===== config.mk =====
export PLATFORM = sky130hd
export DESIGN_NAME = gg_dma_wrmb_flat
export DESIGN_NICKNAME = d
export VERILOG_FILES = /design/src/rtl/gg_dma_wrmb_if.sv /design/src/rtl/gg_dma_wrmb.sv /design/src/flat_wrapper.sv
export SDC_FILE = /design/constraint.sdc
export NUM_CORES = 2
export LEC_CHECK = 0
export CORE_MARGIN = 2
export CORE_UTILIZATION = 50
export CTS_BUF_LIST = sky130_fd_sc_hd__clkbuf_2
export CTS_CLUSTER_SIZE = 28
export DETAILED_ROUTE_END_ITERATION = 16
export PLACE_DENSITY_LB_ADDON = 0.2
export SYNTH_ARGS = -nofsm -noshare
export SYNTH_HDL_FRONTEND = slang
export SYNTH_SLANG_ARGS = --single-unit

===== constraint.sdc =====
create_clock -name clk -period 11.1 [get_ports clk]
set_clock_uncertainty 0.05 [all_clocks]
set_input_delay 2.22 -clock clk [delete_from_list [all_inputs] [get_ports clk]]
set_output_delay 2.22 -clock clk [all_outputs]
set_load 0.05 [all_outputs]

===== src/rtl/gg_dma_wrmb_if.sv =====
// -----------------------------------------------------------------------------
// gg_dma_wrmb_if
//   Bundles every handshake bus of the macroblock write DMA:
//     - AXI-Lite 32-bit control/status slave (s_ar*/s_r*/s_aw*/s_w*/s_b*)
//     - AXI4 128-bit write master             (m_aw*/m_w*/m_b*)
//     - 128-bit pel stream input              (s_valid/s_ready/s_data/s_last)
//   Modports:
//     slave  : the DMA block's view (AXI-L slave, AXI4 master, stream sink)
//     master : the surrounding system's view (CPU, memory, stream source)
// -----------------------------------------------------------------------------
interface gg_dma_wrmb_if;
    // AXI-Lite control slave
    logic         s_arvalid;
    logic         s_arready;
    logic [7:0]   s_araddr;
    logic         s_rvalid;
    logic         s_rready;
    logic [31:0]  s_rdata;
    logic [1:0]   s_rresp;
    logic         s_awvalid;
    logic         s_awready;
    logic [7:0]   s_awaddr;
    logic         s_wvalid;
    logic         s_wready;
    logic [31:0]  s_wdata;
    logic         s_bvalid;
    logic         s_bready;
    logic [1:0]   s_bresp;
    // AXI4 write master
    logic         m_awvalid;
    logic         m_awready;
    logic [39:0]  m_awaddr;
    logic [7:0]   m_awlen;
    logic [2:0]   m_awsize;
    logic [1:0]   m_awburst;
    logic [3:0]   m_awcache;
    logic         m_wvalid;
    logic         m_wready;
    logic [127:0] m_wdata;
    logic [15:0]  m_wstrb;
    logic         m_wlast;
    logic         m_bvalid;
    logic         m_bready;
    logic [1:0]   m_bresp;
    // pel stream input
    logic         s_valid;
    logic         s_ready;
    logic [127:0] s_data;
    logic         s_last;

    modport slave (
        input  s_arvalid, s_araddr, s_rready, s_awvalid, s_awaddr, s_wvalid, s_wdata, s_bready,
        output s_arready, s_rvalid, s_rdata, s_rresp, s_awready, s_wready, s_bvalid, s_bresp,
        output m_awvalid, m_awaddr, m_awlen, m_awsize, m_awburst, m_awcache,
        output m_wvalid, m_wdata, m_wstrb, m_wlast, m_bready,
        input  m_awready, m_wready, m_bvalid, m_bresp,
        input  s_valid, s_data, s_last,
        output s_ready
    );

    modport master (
        output s_arvalid, s_araddr, s_rready, s_awvalid, s_awaddr, s_wvalid, s_wdata, s_bready,
        input  s_arready, s_rvalid, s_rdata, s_rresp, s_awready, s_wready, s_bvalid, s_bresp,
        input  m_awvalid, m_awaddr, m_awlen, m_awsize, m_awburst, m_awcache,
        input  m_wvalid, m_wdata, m_wstrb, m_wlast, m_bready,
        output m_awready, m_wready, m_bvalid, m_bresp,
        output s_valid, s_data, s_last,
        input  s_ready
    );
endinterface


===== src/rtl/gg_dma_wrmb.sv =====
// -----------------------------------------------------------------------------
// gg_dma_wrmb -- macroblock write DMA
//   Takes the reconstructed 4x4-block stream (MB_BEATS 128-bit beats per MB,
//   last beat tagged s_last), buffers it in a FIFO and writes it to a DRAM ring
//   buffer [base, limit) as BURST_BEATS-beat AXI4 INCR bursts. Software
//   controls it through a small AXI-Lite register file.
//
//   Ports
//     clk      clock
//     reset_n  asynchronous active-low reset
//     bus      gg_dma_wrmb_if.slave: AXI-L slave, AXI4 write master, stream in
//
//   Register map (AXI-L, 32-bit)
//     0x00 ctrl   b0 go RW, b1 bresp_err W1C, b2 sync_err W1C, b3 busy RO
//     0x08/0x0C   base  [31:0]/[39:32]  (bits[6:0] read as 0)
//     0x10/0x14   limit [31:0]/[39:32]  (bits[6:0] read as 0)
//     0x20/0x24   write_addr; writable only while go=0 and not busy
//     0x28        mb_done count (wraps)
//     other       read 32'hdead_beef, writes ignored
//
//   Build option
//     GG_DMA_WRMB_STRIP_DC_EN : input carries two chroma DC beats after every
//     s_last beat; they are accepted and dropped before the FIFO.
// -----------------------------------------------------------------------------
module gg_dma_wrmb #(
    parameter int FIFO_DEPTH  = 32,   // power of two, >= 2*BURST_BEATS
    parameter int BURST_BEATS = 8,    // >= 2
    parameter int MB_BEATS    = 24,   // multiple of BURST_BEATS
    parameter int MAX_OUTST   = 2
) (
    input  logic         clk,
    input  logic         reset_n,
    gg_dma_wrmb_if.slave bus
);
    localparam int FA_W   = $clog2(FIFO_DEPTH);
    localparam int FC_W   = $clog2(FIFO_DEPTH + 1);
    localparam int PEND_W = $clog2(MAX_OUTST * BURST_BEATS + 1);
    localparam int OST_W  = $clog2(MAX_OUTST + 1);
    localparam int BB_W   = $clog2(BURST_BEATS);
    localparam int MB_W   = $clog2(MB_BEATS);
    localparam int MBB    = MB_BEATS / BURST_BEATS;
    localparam int MBB_W  = $clog2(MBB + 1);

    typedef enum logic       {RD_IDLE, RD_DATA} rd_state_e;
    typedef enum logic [1:0] {WR_IDLE, WR_WRITE, WR_RESP} wr_state_e;

    // ---------------------------------------------------------------- state
    logic                 rst_done_q;
    logic                 go_q, berr_q, serr_q;
    logic [39:0]          base_q, limit_q, wa_q;
    logic [31:0]          mb_done_q, mb_done_d;
    logic [FA_W-1:0]      wr_ptr_q, wr_ptr_d, rd_ptr_q, rd_ptr_d;
    logic [FC_W-1:0]      cnt_q, cnt_d;
    logic [MB_W-1:0]      beat_q, beat_d;
    logic [PEND_W-1:0]    w_pend_q, w_pend_d;
    logic [BB_W-1:0]      wbeat_q, wbeat_d;
    logic                 aw_vld_q, aw_vld_d;
    logic [OST_W-1:0]     outst_q, outst_d;
    logic [MBB_W-1:0]     bcnt_q, bcnt_d;
    logic [31:0]          rdata_q;
    rd_state_e            rd_state_q, rd_state_d;
    wr_state_e            wr_state_q, wr_state_d;
    logic [127:0]         mem_q [FIFO_DEPTH];

    // ---------------------------------------------------------------- comb
    logic                 s_fire, drop, push;
    logic                 aw_start, aw_fire, w_vld, w_fire, b_fire;
    logic                 busy, wa_wr_ok, sync_set, berr_set;
    logic [FC_W-1:0]      unclaimed;
    logic [39:0]          wa_next, wa_adv;
    logic                 ar_rdy, r_vld, aw_rdy, b_vld, reg_we;
    logic [31:0]          rd_mux;

    // ---------------------------------------------------------------- stream in
    assign bus.s_ready = rst_done_q & (cnt_q != FC_W'(FIFO_DEPTH));
    assign s_fire      = bus.s_valid & bus.s_ready;

`ifdef GG_DMA_WRMB_STRIP_DC_EN
    // Count of chroma DC beats still to be swallowed after an s_last beat.
    logic [1:0] dc_left_q, dc_left_d;
    assign drop = (dc_left_q != 2'd0);

    always_comb begin
        dc_left_d = dc_left_q;
        if (s_fire) begin
            if (drop)             dc_left_d = dc_left_q - 2'd1;
            else if (bus.s_last)  dc_left_d = 2'd2;
        end
    end

    always_ff @(posedge clk or negedge reset_n) begin
        if (!reset_n) dc_left_q <= 2'd0;
        else          dc_left_q <= dc_left_d;
    end
`else
    assign drop = 1'b0;
`endif

    assign push = s_fire & ~drop;

    // FIFO storage carries no reset: contents are only observed behind cnt_q.
    always_ff @(posedge clk) begin
        if (push) mem_q[wr_ptr_q] <= bus.s_data;
    end

    // ---------------------------------------------------------------- AXI4 write
    // Words already promised to an issued burst are not available for a new AW.
    assign unclaimed = cnt_q - FC_W'(w_pend_q);
    assign aw_start  = go_q & ~aw_vld_q & (unclaimed >= FC_W'(BURST_BEATS))
                     & (outst_q < OST_W'(MAX_OUTST));
    assign aw_fire   = aw_vld_q & bus.m_awready;
    // W may go in the same cycle its AW handshakes, never earlier.
    assign w_vld     = rst_done_q & ((w_pend_q != '0) | aw_fire);
    assign w_fire    = w_vld & bus.m_wready;
    assign b_fire    = bus.m_bvalid & rst_done_q;

    assign busy      = (outst_q != '0) | (w_pend_q != '0) | aw_vld_q;
    assign wa_wr_ok  = ~go_q & ~busy;
    assign wa_next   = wa_q + 40'(BURST_BEATS * 16);
    assign wa_adv    = (wa_next >= limit_q) ? base_q : wa_next;

    assign bus.m_awvalid = aw_vld_q;
    assign bus.m_awaddr  = wa_q;
    assign bus.m_awlen   = 8'(BURST_BEATS - 1);
    assign bus.m_awsize  = 3'b100;
    assign bus.m_awburst = 2'b01;
    assign bus.m_awcache = 4'b0011;
    assign bus.m_wvalid  = w_vld;
    assign bus.m_wdata   = mem_q[rd_ptr_q];
    assign bus.m_wstrb   = '1;
    assign bus.m_wlast   = (wbeat_q == BB_W'(BURST_BEATS - 1));
    assign bus.m_bready  = rst_done_q;

    always_comb begin
        wr_ptr_d  = wr_ptr_q;
        rd_ptr_d  = rd_ptr_q;
        cnt_d     = cnt_q + FC_W'(push) - FC_W'(w_fire);
        beat_d    = beat_q;
        sync_set  = 1'b0;
        aw_vld_d  = aw_vld_q;
        w_pend_d  = w_pend_q + (aw_fire ? PEND_W'(BURST_BEATS) : '0) - PEND_W'(w_fire);
        wbeat_d   = wbeat_q;
        outst_d   = outst_q + OST_W'(aw_fire) - OST_W'(b_fire);
        bcnt_d    = bcnt_q;
        mb_done_d = mb_done_q;
        berr_set  = 1'b0;

        if (push)
            wr_ptr_d = (wr_ptr_q == FA_W'(FIFO_DEPTH - 1)) ? '0 : wr_ptr_q + FA_W'(1);
        if (w_fire) begin
            rd_ptr_d = (rd_ptr_q == FA_W'(FIFO_DEPTH - 1)) ? '0 : rd_ptr_q + FA_W'(1);
            wbeat_d  = (wbeat_q == BB_W'(BURST_BEATS - 1)) ? '0 : wbeat_q + BB_W'(1);
        end

        // MB framing check: s_last must land on the final beat; resync on it.
        if (push) begin
            if (bus.s_last) begin
                sync_set = (beat_q != MB_W'(MB_BEATS - 1));
                beat_d   = '0;
            end else begin
                beat_d = (beat_q == MB_W'(MB_BEATS - 1)) ? '0 : beat_q + MB_W'(1);
            end
        end

        // AW stays up, address unchanged, until the handshake.
        if (aw_fire)       aw_vld_d = 1'b0;
        else if (aw_start) aw_vld_d = 1'b1;

        if (b_fire) begin
            berr_set = (bus.m_bresp != 2'b00);
            if (bcnt_q == MBB_W'(MBB - 1)) begin
                bcnt_d    = '0;
                mb_done_d = mb_done_q + 32'd1;
            end else begin
                bcnt_d = bcnt_q + MBB_W'(1);
            end
        end
    end

    always_ff @(posedge clk or negedge reset_n) begin
        if (!reset_n) begin
            rst_done_q <= 1'b0;
            wr_ptr_q   <= '0;
            rd_ptr_q   <= '0;
            cnt_q      <= '0;
            beat_q     <= '0;
            aw_vld_q   <= 1'b0;
            w_pend_q   <= '0;
            wbeat_q    <= '0;
            outst_q    <= '0;
            bcnt_q     <= '0;
            mb_done_q  <= '0;
        end else begin
            rst_done_q <= 1'b1;
            wr_ptr_q   <= wr_ptr_d;
            rd_ptr_q   <= rd_ptr_d;
            cnt_q      <= cnt_d;
            beat_q     <= beat_d;
            aw_vld_q   <= aw_vld_d;
            w_pend_q   <= w_pend_d;
            wbeat_q    <= wbeat_d;
            outst_q    <= outst_d;
            bcnt_q     <= bcnt_d;
            mb_done_q  <= mb_done_d;
        end
    end

    // ---------------------------------------------------------------- AXI-L read FSM
    always_comb begin
        rd_mux = 32'hdead_beef;
        case (bus.s_araddr)
            8'h00:   rd_mux = {28'd0, busy, serr_q, berr_q, go_q};
            8'h08:   rd_mux = base_q[31:0];
            8'h0C:   rd_mux = {24'd0, base_q[39:32]};
            8'h10:   rd_mux = limit_q[31:0];
            8'h14:   rd_mux = {24'd0, limit_q[39:32]};
            8'h20:   rd_mux = wa_q[31:0];
            8'h24:   rd_mux = {24'd0, wa_q[39:32]};
            8'h28:   rd_mux = mb_done_q;
            default: rd_mux = 32'hdead_beef;
        endcase
    end

    always_comb begin
        rd_state_d = rd_state_q;
        ar_rdy     = 1'b0;
        r_vld      = 1'b0;
        case (rd_state_q)
            RD_IDLE: begin
                ar_rdy = rst_done_q;
                if (bus.s_arvalid & rst_done_q) rd_state_d = RD_DATA;
            end
            RD_DATA: begin
                r_vld = 1'b1;
                if (bus.s_rready) rd_state_d = RD_IDLE;
            end
            default: rd_state_d = RD_IDLE;
        endcase
    end

    // Read data is captured at the address phase so R stays stable while stalled.
    always_ff @(posedge clk or negedge reset_n) begin
        if (!reset_n) begin
            rd_state_q <= RD_IDLE;
            rdata_q    <= '0;
        end else begin
            rd_state_q <= rd_state_d;
            if (ar_rdy & bus.s_arvalid) rdata_q <= rd_mux;
        end
    end

    assign bus.s_arready = ar_rdy;
    assign bus.s_rvalid  = r_vld;
    assign bus.s_rdata   = rdata_q;
    assign bus.s_rresp   = 2'b00;

    // ---------------------------------------------------------------- AXI-L write FSM
    always_comb begin
        wr_state_d = wr_state_q;
        aw_rdy     = 1'b0;
        b_vld      = 1'b0;
        reg_we     = 1'b0;
        case (wr_state_q)
            WR_IDLE: begin
                if (bus.s_awvalid & bus.s_wvalid & rst_done_q) wr_state_d = WR_WRITE;
            end
            WR_WRITE: begin
                aw_rdy     = 1'b1;
                reg_we     = 1'b1;
                wr_state_d = WR_RESP;
            end
            WR_RESP: begin
                b_vld = 1'b1;
                if (bus.s_bready) wr_state_d = WR_IDLE;
            end
            default: wr_state_d = WR_IDLE;
        endcase
    end

    always_ff @(posedge clk or negedge reset_n) begin
        if (!reset_n) wr_state_q <= WR_IDLE;
        else          wr_state_q <= wr_state_d;
    end

    assign bus.s_awready = aw_rdy;
    assign bus.s_wready  = aw_rdy;
    assign bus.s_bvalid  = b_vld;
    assign bus.s_bresp   = 2'b00;

    // ---------------------------------------------------------------- registers
    // Hardware set of the sticky flags is applied after the W1C so a
    // coincident error is never lost. write_addr writes and AW advance are
    // mutually exclusive because a pending AW counts as busy.
    always_ff @(posedge clk or negedge reset_n) begin
        if (!reset_n) begin
            go_q    <= 1'b0;
            berr_q  <= 1'b0;
            serr_q  <= 1'b0;
            base_q  <= '0;
            limit_q <= '0;
            wa_q    <= '0;
        end else begin
            if (reg_we) begin
                case (bus.s_awaddr)
                    8'h00: begin
                        go_q <= bus.s_wdata[0];
                        if (bus.s_wdata[1]) berr_q <= 1'b0;
                        if (bus.s_wdata[2]) serr_q <= 1'b0;
                    end
                    8'h08: base_q[31:0]   <= {bus.s_wdata[31:7], 7'd0};
                    8'h0C: base_q[39:32]  <= bus.s_wdata[7:0];
                    8'h10: limit_q[31:0]  <= {bus.s_wdata[31:7], 7'd0};
                    8'h14: limit_q[39:32] <= bus.s_wdata[7:0];
                    8'h20: if (wa_wr_ok) wa_q[31:0]  <= bus.s_wdata;
                    8'h24: if (wa_wr_ok) wa_q[39:32] <= bus.s_wdata[7:0];
                    default: ;
                endcase
            end
            if (berr_set) berr_q <= 1'b1;
            if (sync_set) serr_q <= 1'b1;
            if (aw_fire)  wa_q   <= wa_adv;
        end
    end
endmodule


===== src/flat_wrapper.sv =====
// flat-port wrapper written by rule: the top's interface ports become plain ports
module gg_dma_wrmb_flat 
#(
    parameter int FIFO_DEPTH  = 32,                                    
    parameter int BURST_BEATS = 8,           
    parameter int MB_BEATS    = 24,                             
    parameter int MAX_OUTST   = 2
)
  (clk, reset_n, bus_s_arvalid, bus_s_araddr, bus_s_rready, bus_s_awvalid, bus_s_awaddr, bus_s_wvalid, bus_s_wdata, bus_s_bready, bus_s_arready, bus_s_rvalid, bus_s_rdata, bus_s_rresp, bus_s_awready, bus_s_wready, bus_s_bvalid, bus_s_bresp, bus_m_awvalid, bus_m_awaddr, bus_m_awlen, bus_m_awsize, bus_m_awburst, bus_m_awcache, bus_m_wvalid, bus_m_wdata, bus_m_wstrb, bus_m_wlast, bus_m_bready, bus_m_awready, bus_m_wready, bus_m_bvalid, bus_m_bresp, bus_s_valid, bus_s_data, bus_s_last, bus_s_ready);
  gg_dma_wrmb_if bus_i ();
  input  logic clk;
  input  logic reset_n;
  input wire logic [$bits(bus_i.s_arvalid)-1:0] bus_s_arvalid;
  input wire logic [$bits(bus_i.s_araddr)-1:0] bus_s_araddr;
  input wire logic [$bits(bus_i.s_rready)-1:0] bus_s_rready;
  input wire logic [$bits(bus_i.s_awvalid)-1:0] bus_s_awvalid;
  input wire logic [$bits(bus_i.s_awaddr)-1:0] bus_s_awaddr;
  input wire logic [$bits(bus_i.s_wvalid)-1:0] bus_s_wvalid;
  input wire logic [$bits(bus_i.s_wdata)-1:0] bus_s_wdata;
  input wire logic [$bits(bus_i.s_bready)-1:0] bus_s_bready;
  output wire logic [$bits(bus_i.s_arready)-1:0] bus_s_arready;
  output wire logic [$bits(bus_i.s_rvalid)-1:0] bus_s_rvalid;
  output wire logic [$bits(bus_i.s_rdata)-1:0] bus_s_rdata;
  output wire logic [$bits(bus_i.s_rresp)-1:0] bus_s_rresp;
  output wire logic [$bits(bus_i.s_awready)-1:0] bus_s_awready;
  output wire logic [$bits(bus_i.s_wready)-1:0] bus_s_wready;
  output wire logic [$bits(bus_i.s_bvalid)-1:0] bus_s_bvalid;
  output wire logic [$bits(bus_i.s_bresp)-1:0] bus_s_bresp;
  output wire logic [$bits(bus_i.m_awvalid)-1:0] bus_m_awvalid;
  output wire logic [$bits(bus_i.m_awaddr)-1:0] bus_m_awaddr;
  output wire logic [$bits(bus_i.m_awlen)-1:0] bus_m_awlen;
  output wire logic [$bits(bus_i.m_awsize)-1:0] bus_m_awsize;
  output wire logic [$bits(bus_i.m_awburst)-1:0] bus_m_awburst;
  output wire logic [$bits(bus_i.m_awcache)-1:0] bus_m_awcache;
  output wire logic [$bits(bus_i.m_wvalid)-1:0] bus_m_wvalid;
  output wire logic [$bits(bus_i.m_wdata)-1:0] bus_m_wdata;
  output wire logic [$bits(bus_i.m_wstrb)-1:0] bus_m_wstrb;
  output wire logic [$bits(bus_i.m_wlast)-1:0] bus_m_wlast;
  output wire logic [$bits(bus_i.m_bready)-1:0] bus_m_bready;
  input wire logic [$bits(bus_i.m_awready)-1:0] bus_m_awready;
  input wire logic [$bits(bus_i.m_wready)-1:0] bus_m_wready;
  input wire logic [$bits(bus_i.m_bvalid)-1:0] bus_m_bvalid;
  input wire logic [$bits(bus_i.m_bresp)-1:0] bus_m_bresp;
  input wire logic [$bits(bus_i.s_valid)-1:0] bus_s_valid;
  input wire logic [$bits(bus_i.s_data)-1:0] bus_s_data;
  input wire logic [$bits(bus_i.s_last)-1:0] bus_s_last;
  output wire logic [$bits(bus_i.s_ready)-1:0] bus_s_ready;
  assign bus_i.s_arvalid = bus_s_arvalid;
  assign bus_i.s_araddr = bus_s_araddr;
  assign bus_i.s_rready = bus_s_rready;
  assign bus_i.s_awvalid = bus_s_awvalid;
  assign bus_i.s_awaddr = bus_s_awaddr;
  assign bus_i.s_wvalid = bus_s_wvalid;
  assign bus_i.s_wdata = bus_s_wdata;
  assign bus_i.s_bready = bus_s_bready;
  assign bus_s_arready = bus_i.s_arready;
  assign bus_s_rvalid = bus_i.s_rvalid;
  assign bus_s_rdata = bus_i.s_rdata;
  assign bus_s_rresp = bus_i.s_rresp;
  assign bus_s_awready = bus_i.s_awready;
  assign bus_s_wready = bus_i.s_wready;
  assign bus_s_bvalid = bus_i.s_bvalid;
  assign bus_s_bresp = bus_i.s_bresp;
  assign bus_m_awvalid = bus_i.m_awvalid;
  assign bus_m_awaddr = bus_i.m_awaddr;
  assign bus_m_awlen = bus_i.m_awlen;
  assign bus_m_awsize = bus_i.m_awsize;
  assign bus_m_awburst = bus_i.m_awburst;
  assign bus_m_awcache = bus_i.m_awcache;
  assign bus_m_wvalid = bus_i.m_wvalid;
  assign bus_m_wdata = bus_i.m_wdata;
  assign bus_m_wstrb = bus_i.m_wstrb;
  assign bus_m_wlast = bus_i.m_wlast;
  assign bus_m_bready = bus_i.m_bready;
  assign bus_i.m_awready = bus_m_awready;
  assign bus_i.m_wready = bus_m_wready;
  assign bus_i.m_bvalid = bus_m_bvalid;
  assign bus_i.m_bresp = bus_m_bresp;
  assign bus_i.s_valid = bus_s_valid;
  assign bus_i.s_data = bus_s_data;
  assign bus_i.s_last = bus_s_last;
  assign bus_s_ready = bus_i.s_ready;
  gg_dma_wrmb #(.FIFO_DEPTH(FIFO_DEPTH), .BURST_BEATS(BURST_BEATS), .MB_BEATS(MB_BEATS), .MAX_OUTST(MAX_OUTST)) u_core (.clk(clk), .reset_n(reset_n), .bus(bus_i));
endmodule

==> results.txt <==
slowest CP cell - dfrtp_4
cells on worst reg2reg path - 9
Fmax achieved - 0.1113 GHz
Critical Path RT - 8.83 ns
total core area - 332900 um2
total setup violations reported at the end of the flow - 0
Sequential Power Share - 0.472
min-delay worst type - register to register
maxcap violations - 0
Sw Share - 0.3171
DR vias - 82390
vias in the first global route - 85760
fin. max-slew vios - 0
drc violations - 0
Comb pwr share - 0.271
sequential fraction of the synthesis area - 0.7689
VDD IR max - 0.2128 mV
Syn Inst Count - 7048
share of layout cells above drive strength 1 - 0.3646
Starting Density - 0.5012
endpoint class of the critical path - primary output
worst hold slack - 0.4196 ns
total power - 39.39 mW
number of synthesized register bits - 4307
post-route setup slack - 2.111 ns
HP Start - u_core.wr_state_q[1]$_DFFE_PN0P_
chip height - 581.7 um
Cell Area, Synth - 166800 um2
Non-Filler Instances - 13430
CTS Sinks - 4307
worst setup path class - register to primary output
drt total wl - 417000 um
hold_buf cts - 1
postcts setup bufs - 0
power density over the cells - 212.4 nW/um2
Placed Instance Area - 176500 um2
crit path max fanout - 110
port bufs - 399
IO Pins - 437
routability congestion estimate from global placement - 0.8461
Pint - 26.90 mW
Die W - 581.7 um
Net count, final - 8651
endpoints failing hold - 0
fin area - 185500 um2
die area - 338300 um2
synth warn - 0
drt first pass iters - 6
Syn Area/Cell - 23.67 um2
RSZ-0062 raised after global routing - no
status - complete, no violations
RR Startpoint - u_core.cnt_q[3]$_DFF_PN0_
CTS tree - built
slew margin rel. - 0.05738
clk root buf - clkbuf_2
initial antenna violation count - 54
worst skew pair latency - 2.21 ns
fillcell total - 24980
Worst-path clk slew - 0.11 ns
Cell Rows - 212
PostCTS Resize Cnt - 0
Routed Antenna Nets - 0
Synth top area share - 0.7372
Clock Power Share - 0.257
Util after Layout - 0.5571
CTS H-tree lvls - 7
worst-path cell chain - buf_4, buf_12, mux4_2, mux4_2, mux2_2, clkdlybuf4s50_1
pin count of the biggest net entering global routing - 171
Crit. Startpoint - u_core.rd_ptr_q[0]$_DFFE_PN0P_
drt initial violations - 9169
Yosys top cell by area - edfxtp_1
Crit path arrival time - 6.72 ns
clk buf depth - 5
setup total negative slack - 0 ns
vias per inst - 6.137
Main synth FF type - edfxtp_1
Worst Setup Start Kind - register
Async SR Flop Fraction - 0.04899
global-route wire length before repair - 596200 um
Post-synth EDFFs - 4096
Overall Global Routing Usage - 0.2496
dpl ws - 3.931 ns
Yosys cell types - 70
placed insts - 11640
Min Clock Period, post-route - 8.989 ns
grt ovf - 0
CTS Buf Count - 1141
Synth area leaders - edfxtp_1 (74%), mux4_2 (17%), dfrtp_1 (3.2%), mux2_2 (1.2%), ha_1 (0.49%)
HPWL after DPL - 201300 um
Largest stage delay, worst path - 1.01 ns
drt wl/cell - 31.06 um
Crit path top cell by count - mux4_2
area grow syn2layout - 11.16%
worst hold stages - 1
fin crit share - 0.8098
worst slew pin tran - 1.414 ns
P_sw - 12.49 mW
Pleak - 60.40 nW
-- path summary, 6_finish.rpt --
kind | end | slack (ns)
setup / recovery | bus_m_wdata[42] | 2.11
hold / removal | u_core.wr_state_q[0]$_DFFE_PN0P_ | 0.42
setup reg to reg | u_core.mem_q[20][69]$_DFFE_PP_ | 5.83
hold reg to reg | u_core.wr_state_q[0]$_DFFE_PN0P_ | 0.42
max in group asynchronous | u_core.rd_ptr_q[1]$_DFFE_PN0P_ | 8.80
min in group asynchronous | u_core.bus.m_awaddr[17]$_DFFE_PN0P_ | 0.50
-- critical path: cells and delay by family, from the launching register on --
kind     cells  cell delay (ns)
flops        1             1.01
mux          3             1.45
buf+inv      3             1.60
-- routing by layer --
layer / track usage / vias to the layer above / wire length (um)
met3: 0.06119 / 593 / 34900
met4: 0.07698 / 30 / 7059
li1: - / 33290 / -
met5: 0 / - / 190
met1: 0.3438 / 44540 / 168300
met2: 0.3974 / 3935 / 206500
-- power groups by stage --
stage | Sequential, mW | Combinational, mW | Clock (mW)
after floorplan | 19.0 | 7.36 | 0
after global placement | 18.9 | 10.8 | 0
after detailed placement | 19.0 | 10.8 | 0
after CTS | 18.6 | 10.9 | 10.4
after global routing | 18.6 | 11.3 | 11.2
final | 18.6 | 10.7 | 10.1
-- layout by cell type (no fill, tap or decap), drive strengths merged, types with 48 or more instances in the layout --
cell type / netlist / layout
buf: 187 / 156
clkbuf: 202 / 1546
clkdlybuf4s50: 0 / 398
clkinv: 0 / 183
dfrtp: 211 / 211
edfxtp: 4096 / 4096
ha: 65 / 65
inv: 71 / 100
mux2: 199 / 199
mux4: 1280 / 1280
nand2: 151 / 151
nor2: 87 / 87
o21ai: 70 / 70
xnor2: 48 / 48
-- sequential cells by signal, indices dropped and copies added, names as in the netlist, 2 cells and up --
name,cells
u_core.mem_q,4096
u_core.bus.m_awaddr,40
u_core.base_q,33
u_core.limit_q,33
u_core.bus.s_rdata,32
u_core.mb_done_q,32
u_core.cnt_q,6
u_core.beat_q,5
u_core.rd_ptr_q,5
u_core.w_pend_q,5
u_core.wr_ptr_q,5
u_core.wbeat_q,3
u_core.bcnt_q,2
u_core.outst_q,2
u_core.wr_state_q,2
-- area by class of cell --
type                            instances  area, um2  share of cell area
Sequential cell                      4307     128300              0.6918
Inverter                               71      266.5            0.001437
Antenna cell                           17      42.54           0.0002294
Tap cell                             4387       5489             0.02960
Timing Repair Buffer                  555       5610             0.03025
Clock inverter                        225       1197            0.006456
Multi-Input combinational cell       2317      36820              0.1986
Clock buffer                         1546       7737             0.04172
-- kinds of logic after synthesis --
kind of cell,Yosys count,synth area share
multiplexers,1516,0.1884
AO/OA/AOI/OAI,236,0.009892
other,2,0.00004501
buffers and inverters,460,0.01282
adder cells (fa/ha/maj),68,0.005235
XOR/XNOR,72,0.003780
AND/OR/NAND/NOR,387,0.01092
flip-flops,4307,0.7689
-- synth_stat cells, types with 4 or more instances --
cell	count
a21o_1	10
a21oi_1	36
a221o_1	4
a221oi_1	26
a22o_1	7
a22oi_1	29
a41oi_1	6
and3_1	11
and4_1	4
buf_1	28
buf_2	101
buf_4	40
buf_6	18
clkbuf_1	202
dfrtp_1	211
edfxtp_1	4096
ha_1	65
inv_1	70
mux2_1	20
mux2_2	179
mux2i_1	37
mux4_2	1280
nand2_1	151
nand2b_1	12
nand3_1	35
nand3b_1	5
nand4_1	19
nor2_1	83
nor2b_1	10
nor3_1	20
nor4_1	9
o21a_1	4
o21ai_0	52
o21ai_1	18
o221a_1	9
o221a_2	7
o22ai_1	8
or3_1	5
xnor2_1	48
xor2_1	24
No activity file was read; power rests on OpenSTA's default activity.
